**config.mk**
```make
export PLATFORM = sky130hd
export DESIGN_NAME = sd_spi_init_sequencer
export DESIGN_NICKNAME = d
export VERILOG_FILES = /design/src/rtl/sd_spi_init_sequencer.sv
export SDC_FILE = /design/constraint.sdc
export NUM_CORES = 1
export LEC_CHECK = 0
export ABC_CLOCK_PERIOD_IN_PS = 5100
export BUFFER_PORTS_ARGS = -buffer_cell sky130_fd_sc_hd__buf_2
export CAP_MARGIN = 15
export CORE_MARGIN = 3
export CORE_UTILIZATION = 69
export CTS_BUF_LIST = sky130_fd_sc_hd__clkbuf_4
export DETAILED_ROUTE_END_ITERATION = 12
export PLACE_DENSITY = 0.95
export SYNTH_ARGS = -nofsm -noshare
export SYNTH_HDL_FRONTEND = slang
export SYNTH_SLANG_ARGS = --single-unit
```
**constraint.sdc**
```tcl
create_clock -name CLOCK_50 -period 5.1 [get_ports CLOCK_50]
set_clock_uncertainty 0.1 [all_clocks]
set_input_delay 1.02 -clock CLOCK_50 [delete_from_list [all_inputs] [get_ports CLOCK_50]]
set_output_delay 1.02 -clock CLOCK_50 [all_outputs]
set_load 0.03 [all_outputs]
```
**src/rtl/sd_spi_init_sequencer.sv**
```systemverilog
// SD card SPI-mode power-up sequencer: dummy clocks, CMD0, CMD8/R7, then the
// CMD55/ACMD41 loop, with a self-timed mode-0 SPI bit engine.
module sd_spi_init_sequencer #(
    parameter int CLK_DIV      = 100,
    parameter int DUMMY_CLKS   = 80,
    parameter int RESP_TIMEOUT = 16,
    parameter int MAX_RETRY    = 255
) (
    input  logic       CLOCK_50,
    input  logic       rst_n,
    input  logic       start,
    input  logic       sd_miso,
    output logic       sd_sclk,
    output logic       sd_cs_n,
    output logic       sd_mosi,
    output logic       busy,
    output logic       init_done,
    output logic       init_err,
    output logic [2:0] err_code,
    output logic [7:0] last_r1
);
    localparam logic [2:0] S_IDLE      = 3'd0;
    localparam logic [2:0] S_DUMMY     = 3'd1;
    localparam logic [2:0] S_CMD_SEND  = 3'd2;
    localparam logic [2:0] S_RESP_WAIT = 3'd3;
    localparam logic [2:0] S_R7_READ   = 3'd4;
    localparam logic [2:0] S_GAP       = 3'd5;
    localparam logic [2:0] S_DONE      = 3'd6;
    localparam logic [2:0] S_ERR       = 3'd7;

    localparam logic [1:0] C_CMD0   = 2'd0;
    localparam logic [1:0] C_CMD8   = 2'd1;
    localparam logic [1:0] C_CMD55  = 2'd2;
    localparam logic [1:0] C_ACMD41 = 2'd3;

    localparam int DIV_W = $clog2(CLK_DIV + 1);
    localparam int CNT_W = 16;

    logic [2:0]       state;
    logic [DIV_W-1:0] div_cnt;
    logic [2:0]       bit_cnt;
    logic [7:0]       tx_sr;
    logic [7:0]       rx_sr;
    logic             rx_byte;
    logic [CNT_W-1:0] cnt;
    logic [2:0]       byte_idx;
    logic [1:0]       cmd;
    logic [7:0]       retry_cnt;
    logic [1:0]       gap_cmd;
    logic             gap_done;
    logic [2:0]       gap_err;

    logic tick, rise, fall, byte_end;
    logic [1:0] res_cmd;
    logic       res_done;
    logic [2:0] res_err;

    // Half-period counter only runs while busy, so SCLK parks low when idle.
    assign tick     = busy && (div_cnt == '0);
    assign rise     = tick && !sd_sclk;
    assign fall     = tick && sd_sclk;
    assign byte_end = fall && (bit_cnt == 3'd7);
    assign sd_mosi  = tx_sr[7];

    function automatic logic [7:0] cmd_byte(input logic [1:0] c, input logic [2:0] i);
        logic [47:0] f;
        case (c)
            C_CMD0:  f = 48'h40_00_00_00_00_95;
            C_CMD8:  f = 48'h48_00_00_01_AA_87;
            C_CMD55: f = 48'h77_00_00_00_00_65;
            default: f = 48'h69_40_00_00_00_77;
        endcase
        return f[8*(5 - int'(i)) +: 8];
    endfunction

    // Verdict on the byte just received, for whichever command is in flight.
    always_comb begin
        res_cmd  = C_CMD55;
        res_done = 1'b0;
        res_err  = 3'd0;
        case (cmd)
            C_CMD0: begin
                if (rx_sr == 8'h01) res_cmd = C_CMD8;
                else                res_err = 3'd1;
            end
            C_CMD8: begin
                if (rx_sr != 8'hAA) res_err = 3'd3;
            end
            C_CMD55: begin
                if (rx_sr[7:1] == 7'd0) res_cmd = C_ACMD41;
                else                    res_err = 3'd4;
            end
            default: begin
                if (rx_sr == 8'h00)                         res_done = 1'b1;
                else if (rx_sr != 8'h01)                    res_err  = 3'd4;
                else if (retry_cnt >= 8'(MAX_RETRY - 1))    res_err  = 3'd5;
            end
        endcase
    end

    always_ff @(posedge CLOCK_50 or negedge rst_n) begin
        if (!rst_n) begin
            state     <= S_IDLE;
            div_cnt   <= '0;
            bit_cnt   <= '0;
            tx_sr     <= 8'hFF;
            rx_sr     <= 8'hFF;
            rx_byte   <= 1'b0;
            cnt       <= '0;
            byte_idx  <= '0;
            cmd       <= C_CMD0;
            retry_cnt <= '0;
            gap_cmd   <= C_CMD0;
            gap_done  <= 1'b0;
            gap_err   <= '0;
            sd_sclk   <= 1'b0;
            sd_cs_n   <= 1'b1;
            busy      <= 1'b0;
            init_done <= 1'b0;
            init_err  <= 1'b0;
            err_code  <= '0;
            last_r1   <= 8'hFF;
        end else begin
            rx_byte <= 1'b0;
            if (tick) begin
                div_cnt <= DIV_W'(CLK_DIV - 1);
                sd_sclk <= ~sd_sclk;
            end else if (busy) begin
                div_cnt <= div_cnt - 1'b1;
            end
            if (rise) begin
                rx_sr   <= {rx_sr[6:0], sd_miso};
                rx_byte <= (bit_cnt == 3'd7);
            end
            if (fall) begin
                bit_cnt <= bit_cnt + 3'd1;
                tx_sr   <= {tx_sr[6:0], 1'b1};
            end
            if (rx_byte && state == S_RESP_WAIT && !rx_sr[7])
                last_r1 <= rx_sr;

            case (state)
                S_DUMMY: if (fall) begin
                    if (cnt == CNT_W'(DUMMY_CLKS - 1)) begin
                        state    <= S_CMD_SEND;
                        cmd      <= C_CMD0;
                        byte_idx <= '0;
                        bit_cnt  <= '0;
                        tx_sr    <= cmd_byte(C_CMD0, 3'd0);
                        sd_cs_n  <= 1'b0;
                    end else begin
                        cnt <= cnt + 1'b1;
                    end
                end
                S_CMD_SEND: if (byte_end) begin
                    if (byte_idx == 3'd5) begin
                        state <= S_RESP_WAIT;
                        cnt   <= '0;
                        tx_sr <= 8'hFF;
                    end else begin
                        byte_idx <= byte_idx + 3'd1;
                        tx_sr    <= cmd_byte(cmd, byte_idx + 3'd1);
                    end
                end
                S_RESP_WAIT: if (byte_end) begin
                    if (!rx_sr[7]) begin
                        if (cmd == C_CMD8 && rx_sr == 8'h01) begin
                            state <= S_R7_READ;
                            cnt   <= '0;
                        end else begin
                            state    <= S_GAP;
                            sd_cs_n  <= 1'b1;
                            gap_cmd  <= res_cmd;
                            gap_done <= res_done;
                            gap_err  <= (cmd == C_CMD8) ? 3'd2 : res_err;
                            if (cmd == C_ACMD41 && rx_sr == 8'h01 && retry_cnt != 8'hFF)
                                retry_cnt <= retry_cnt + 8'd1;
                        end
                    end else if (cnt == CNT_W'(RESP_TIMEOUT - 1)) begin
                        state    <= S_GAP;
                        sd_cs_n  <= 1'b1;
                        gap_done <= 1'b0;
                        gap_err  <= 3'd6;
                    end else begin
                        cnt <= cnt + 1'b1;
                    end
                end
                S_R7_READ: if (byte_end) begin
                    if (cnt == CNT_W'(3)) begin
                        state    <= S_GAP;
                        sd_cs_n  <= 1'b1;
                        gap_cmd  <= res_cmd;
                        gap_done <= 1'b0;
                        gap_err  <= res_err;
                    end else begin
                        cnt <= cnt + 1'b1;
                    end
                end
                S_GAP: if (byte_end) begin
                    if (gap_err != 3'd0) begin
                        state    <= S_ERR;
                        busy     <= 1'b0;
                        init_err <= 1'b1;
                        err_code <= gap_err;
                    end else if (gap_done) begin
                        state     <= S_DONE;
                        busy      <= 1'b0;
                        init_done <= 1'b1;
                    end else begin
                        state    <= S_CMD_SEND;
                        cmd      <= gap_cmd;
                        byte_idx <= '0;
                        tx_sr    <= cmd_byte(gap_cmd, 3'd0);
                        sd_cs_n  <= 1'b0;
                    end
                end
                default: if (start) begin
                    // IDLE, DONE and ERR: a new start clears the sticky flags.
                    state     <= S_DUMMY;
                    busy      <= 1'b1;
                    init_done <= 1'b0;
                    init_err  <= 1'b0;
                    err_code  <= '0;
                    div_cnt   <= DIV_W'(CLK_DIV);
                    bit_cnt   <= '0;
                    cnt       <= '0;
                    retry_cnt <= '0;
                    gap_err   <= '0;
                    gap_done  <= 1'b0;
                    sd_cs_n   <= 1'b1;
                    tx_sr     <= 8'hFF;
                end
            endcase
        end
    end
endmodule

```
# Word-level counts from Yosys, hierarchy flattened
# Cells that the tools add are included.
word_totals:
  in_bits: 4
  word_cells: 254
  regBits: 81
classes:
  reduce_logical: 44
  magnitude_cmp: 1
  n_eq_ne: 42
  shifts: 1
  n_addsub: 6
  n_mux: 134
  n_bitwise: 6
op_table:
  columns: ["cell", "count"]
  rows:
  - ["$pmux W46 S3", 2]
  - ["$mux W16", 11]
  - ["$mux W48", 3]
  - ["$mux W3", 38]
  - ["$mux W8", 14]
  - ["$pmux W16 S5", 1]
  - ["$shiftx A48 B7 Y8", 1]
  - ["$ne A2 B2 Y1 const B", 17]
  - ["$mux W1", 33]
  - ["$pmux W8 S4", 1]
  - ["$mux W7", 4]
  - ["$pmux W3 S3", 3]
  - ["$mux W2", 12]
  - ["$reduce_and A6 Y1", 3]
  - ["$add A16 B1 Y16 const B", 1]
  - ["$eq A16 B2 Y1 const B", 1]
  - ["$eq A16 B4 Y1 const B", 1]
  - ["$eq A16 B7 Y1 const B", 1]
  - ["$ne A8 B8 Y1 const B", 2]
  - ["$pmux W8 S2", 1]
  - ["$pmux W3 S5", 1]
  - ["$logic_not A7 Y1", 2]
  - ["$eq A3 B3 Y1 const B", 4]
  - ["$pmux W2 S2", 3]
  - ["other kinds (38)", 74]

# Depth between registers and ports, before layout
logic_depth:
  ltp_word: 10
  mapped_depth: 11
  ltp_nobuf: 9

# Worst setup path after synthesis
# OpenSTA, ideal clock, no wires.
synth_path:
  path_type: "register to register"
  from: "reg byte_idx[0]"
  to: "reg tx_sr[7]"
  setup_slack_ps: 2298
  period_less_slack_ps: 2802
  arrival_time_ps: 2621
  required_ps: 4919
  path_buffers: 2
  setup_ps: 81
  path_stages_with_launch: 11
  path_cell_list: "dfrtp_1 clkbuf_1 inv_1 ha_1 ha_1 clkbuf_1 inv_1 or4b_2 nand3_1 a21oi_1 a32oi_1"
synth_between:
  elab_chain_cells: 6
  word_cells_on_any_way: 7
  classes_between: "2 x add/sub; 1 x eq/ne; 1 x shift; 3 x mux"
synth_lines:
  columns: ["item", "line_no", "source"]
  rows:
  - ["start, declared", "46", "logic [2:0] byte_idx;"]
  - ["start signal, assigned", "161", "byte_idx <= byte_idx + 3'd1;"]
  - ["$add A3 B1 Y3", "162", "tx_sr <= cmd_byte(cmd, byte_idx + 3'd1);"]
  - ["$sub A3 B3 Y4", "73", "return f[8*(5 - int'(i)) +: 8];"]
  - ["$shiftx A48 B7 Y8", "73", null]
  - ["$mux W8 *", "156", "if (byte_idx == 3'd5) begin"]
  - ["$mux W8 *", "155", "S_CMD_SEND: if (byte_end) begin"]
  - ["$pmux W8 S4 *", "142", "case (state)"]
  - ["end signal, assigned", "137", "tx_sr <= {tx_sr[6:0], 1'b1};"]
  - ["end signal, assigned", "149", "tx_sr <= cmd_byte(C_CMD0, 3'd0);"]
  - ["end signal, assigned", "162", null]
  - ["end, declared", "42", "logic [7:0] tx_sr;"]
# Mark *: on every way between the ends. The rest lies on a longest branch, timed or not.
# A chain may end at the register's enable or synchronous reset.

# Final worst setup path
layout_path:
  from: "reg div_cnt[2]"
  to: "reg cnt[9]"
layout_between:
  elab_chain_cells: 6
  word_cells_on_any_way: 9
  classes_between: "4 x eq/ne; 5 x reduce/logical"
layout_lines:
  columns: ["item", "line_no", "source"]
  rows:
  - ["start, declared", "40", "logic [DIV_W-1:0] div_cnt;"]
  - ["start signal, assigned", "126", "div_cnt <= DIV_W'(CLK_DIV - 1);"]
  - ["start signal, assigned", "129", "div_cnt <= div_cnt - 1'b1;"]
  - ["start signal, assigned", "224", "div_cnt <= DIV_W'(CLK_DIV);"]
  - ["$logic_not A7 Y1 *", "59", "assign tick = busy && (div_cnt == '0);"]
  - ["$logic_and A1 B1 Y1 *", "59", null]
  - ["$logic_and A1 B1 Y1 *", "61", "assign fall = tick && sd_sclk;"]
  - ["$logic_and A1 B1 Y1", "62", "assign byte_end = fall && (bit_cnt == 3'd7);"]
  - ["$ne A2 B2 Y1 (no source line)", null, null]
  - ["$reduce_and A11 Y1 (no source line) *", null, null]
  - ["end signal, assigned", "152", "cnt <= cnt + 1'b1;"]
  - ["end signal, assigned", "185", "cnt <= cnt + 1'b1;"]
  - ["end signal, assigned", "196", "cnt <= cnt + 1'b1;"]
  - ["end, declared", "45", "logic [CNT_W-1:0] cnt;"]
# Marks and branches as above.

==> results.json <==
{
  "cts_buffers": 9,
  "synth-seq-area-share": 0.414,
  "hold_buffers": 0,
  "die_y_um": 90.9,
  "setup-tns-final_ps": 0,
  "setup_viol": 0,
  "outcome": "finished, final reports clean",
  "grt_max_degree": 82,
  "clk_pin_slew_worst_paths_ps": 150,
  "cts_root_buffer": "clkbuf_4",
  "rows": 30,
  "syn_area_um2": 4980,
  "final_area_um2": 5250,
  "cts_resized": 0,
  "fin_nets": 568,
  "vdd_drop_max_v": 0.000169,
  "endpoint": "cnt[9]",
  "grt_use_total": 0.293,
  "clk_latency_ps": 450,
  "rsz0062_at_grt": "no",
  "syn_nets": 557,
  "finalHoldViolations": 0,
  "core_um2": 6910,
  "die_x_um": 90.9,
  "yosys_warnings": 0,
  "timing.rr.end": "cnt[9]",
  "worstPathMaxFanout": 19,
  "setup_slack_ps": 1580,
  "fmax_mhz": 284,
  "grt_pass1_vias": 4109,
  "worstPathRequired_ps": 5340,
  "period_needed_ps": 3520,
  "yosysTopAreaCell": "dfrtp_1",
  "drc": 0,
  "drive_above_1_share": 0.180,
  "hold_class": "reg2reg",
  "grt_pass1_wl_um": 19900,
  "cap_violations": 0,
  "cts_tree": "yes",
  "holdWs_ps": 400,
  "critical_path.startpoint_type": "flip-flop",
  "setup.worst_path.class": "reg2reg",
  "ys_seq_elements": 81,
  "antenna_found_initial": 0,
  "endpoint_kind": "flip-flop",
  "htreeDepth": 3,
  "p_leak_nw": 2.27,
  "synth_area_leaders": "dfrtp_1 28%, dfstp_2 13%, nand2_1 5.0%",
  "wl_um": 11500,
  "io_pins": 21,
  "yosysMostFrequentCell": "nand2_1",
  "r2r_start": "div_cnt[2]",
  "worstPathArrival_ps": 3760,
  "async_flop_share": 1.00,
  "synthToLayoutAreaGrowth_pct": 5.38,
  "power.density_nw_per_um2": 193,
  "dp_hpwl_um": 8400,
  "num_vias": 4280,
  "reg2reg_depth": 6,
  "start_util": 0.721,
  "slew_headroom": 0.319,
  "cp-startpoint": "div_cnt[2]",
  "tightest_slew_ps": 1020,
  "routedWlPerCell_um": 17.7,
  "fp.dieArea_um2": 8270,
  "grt_overflow": 0,
  "cts_setup_buffers": 0,
  "place_area_um2": 5120,
  "yosys-top-cells-count": "66 x nand2_1, 56 x dfrtp_1, 44 x nor2_1",
  "synth-edff-count": 0,
  "pre_cts_ws_ps": 1640,
  "via_per_inst": 6.62,
  "cts.sinks": 81,
  "slew_viol_final": 0,
  "finalCritPeriodShare": 0.691,
  "io_buffers": 20,
  "gp_congestion": 0.989,
  "synthDistinctLibCells": 71,
  "drt-pass1-iter-count": 5,
  "r2r_slack_ps": 1580,
  "power.total_w": 0.00101,
  "syn_area_per_cell_um2": 9.30,
  "clk_path_buf_depth": 2,
  "synthFlopType": "dfrtp_1",
  "ant_nets": 0,
  "synth_top_cell_area_share": 0.282,
  "antennaDiodeCount": 0,
  "netlist_instances": 535,
  "dr.first_iter.drc_count": 479
}
## how the worst min path moves through the flow
stage,startpoint,to,slack [ps],cells after the start
global placement,init_err,init_err,360,2
floorplan,cnt[15],cnt[15],360,1
CTS,init_err,init_err,400,2
detailed placement,init_err,init_err,370,2
finish,init_done,init_done,400,1
global route,last_r1[7],last_r1[7],430,1
## critical path, stage by stage, from the launching register on
cell and delay (ps):
dfrtp_1 460, nor4_1 520, nand3_1 660, o22ai_1 460, nand4_4 310, or3_4 570
o41ai_1 330
## where the power goes
group | switching, W | leakage [nW] | internal (W)
clock | 0.000247 | 0.0692 | 0.000109
sequential | 0 | 0.959 | 0.000643
combinational | 0.0000134 | 1.24 | 0.00000127
total | 0.000260 | 2.27 | 0.000753
## cell families after synthesis
family          synth area share
mux                       0.0613
xor+xnor                  0.0264
compound gates             0.178
flops                      0.414
buf+inv                   0.0299
simple gates               0.245
fa+ha+maj                 0.0452
## layout make-up
cell class	count	area [um2]
multi-input cells	417	2770
flip-flops and latches	81	2060
fillers	518	1660
well taps	96	120
repair buffers	21	110
clock buffers	9	67.6
inverters	16	60.1
clock inverters	7	58.8
## sequential cells by signal, indices dropped and copies added, names as in the netlist
name       count
init_done      1
cnt           16
rx_byte        1
busy           1
last_r1        8
state          3
tx_sr          8
bit_cnt        3
err_code       3
gap_err        3
div_cnt        7
gap_done       1
rx_sr          8
retry_cnt      8
gap_cmd        2
init_err       1
cmd            2
sd_sclk        1
byte_idx       3
sd_cs_n        1
## stage by stage
stage,utilization,cells
finish,0.759,647
global route,0.759,647
CTS,0.759,647
detailed placement,0.741,631
global placement,0.741,631
floorplan,-,535
## cells in the final DEF (no fill, tap or decap), drive strengths merged, types with 3 or more instances in the layout
master,n
nand2,66
nor2,44
o41ai,5
buf,21
nand2b,6
and3,10
clkbuf,9
a211oi,4
o22ai,3
o221ai,5
a21oi,26
xnor2,6
nand3b,5
or2,4
and2,8
nor2b,6
ha,18
xor2,9
nor4,7
or4,6
o31ai,21
mux2,20
nand4,7
dfrtp,56
nor4b,3
o211ai,5
o21ai,29
mux2i,8
dfstp,25
nand4b,4
inv,20
nor3,11
nand3,24
or3,11
nor3b,3
## layer usage
layer,vias to the layer above,routed length (um),GRT usage
met5,-,0,0
met4,0,343,0.122
met3,39,735,0.0447
met2,195,5660,0.497
met1,2055,4720,0.374
li1,1991,-,-
No activity file was read; power rests on OpenSTA's default activity.
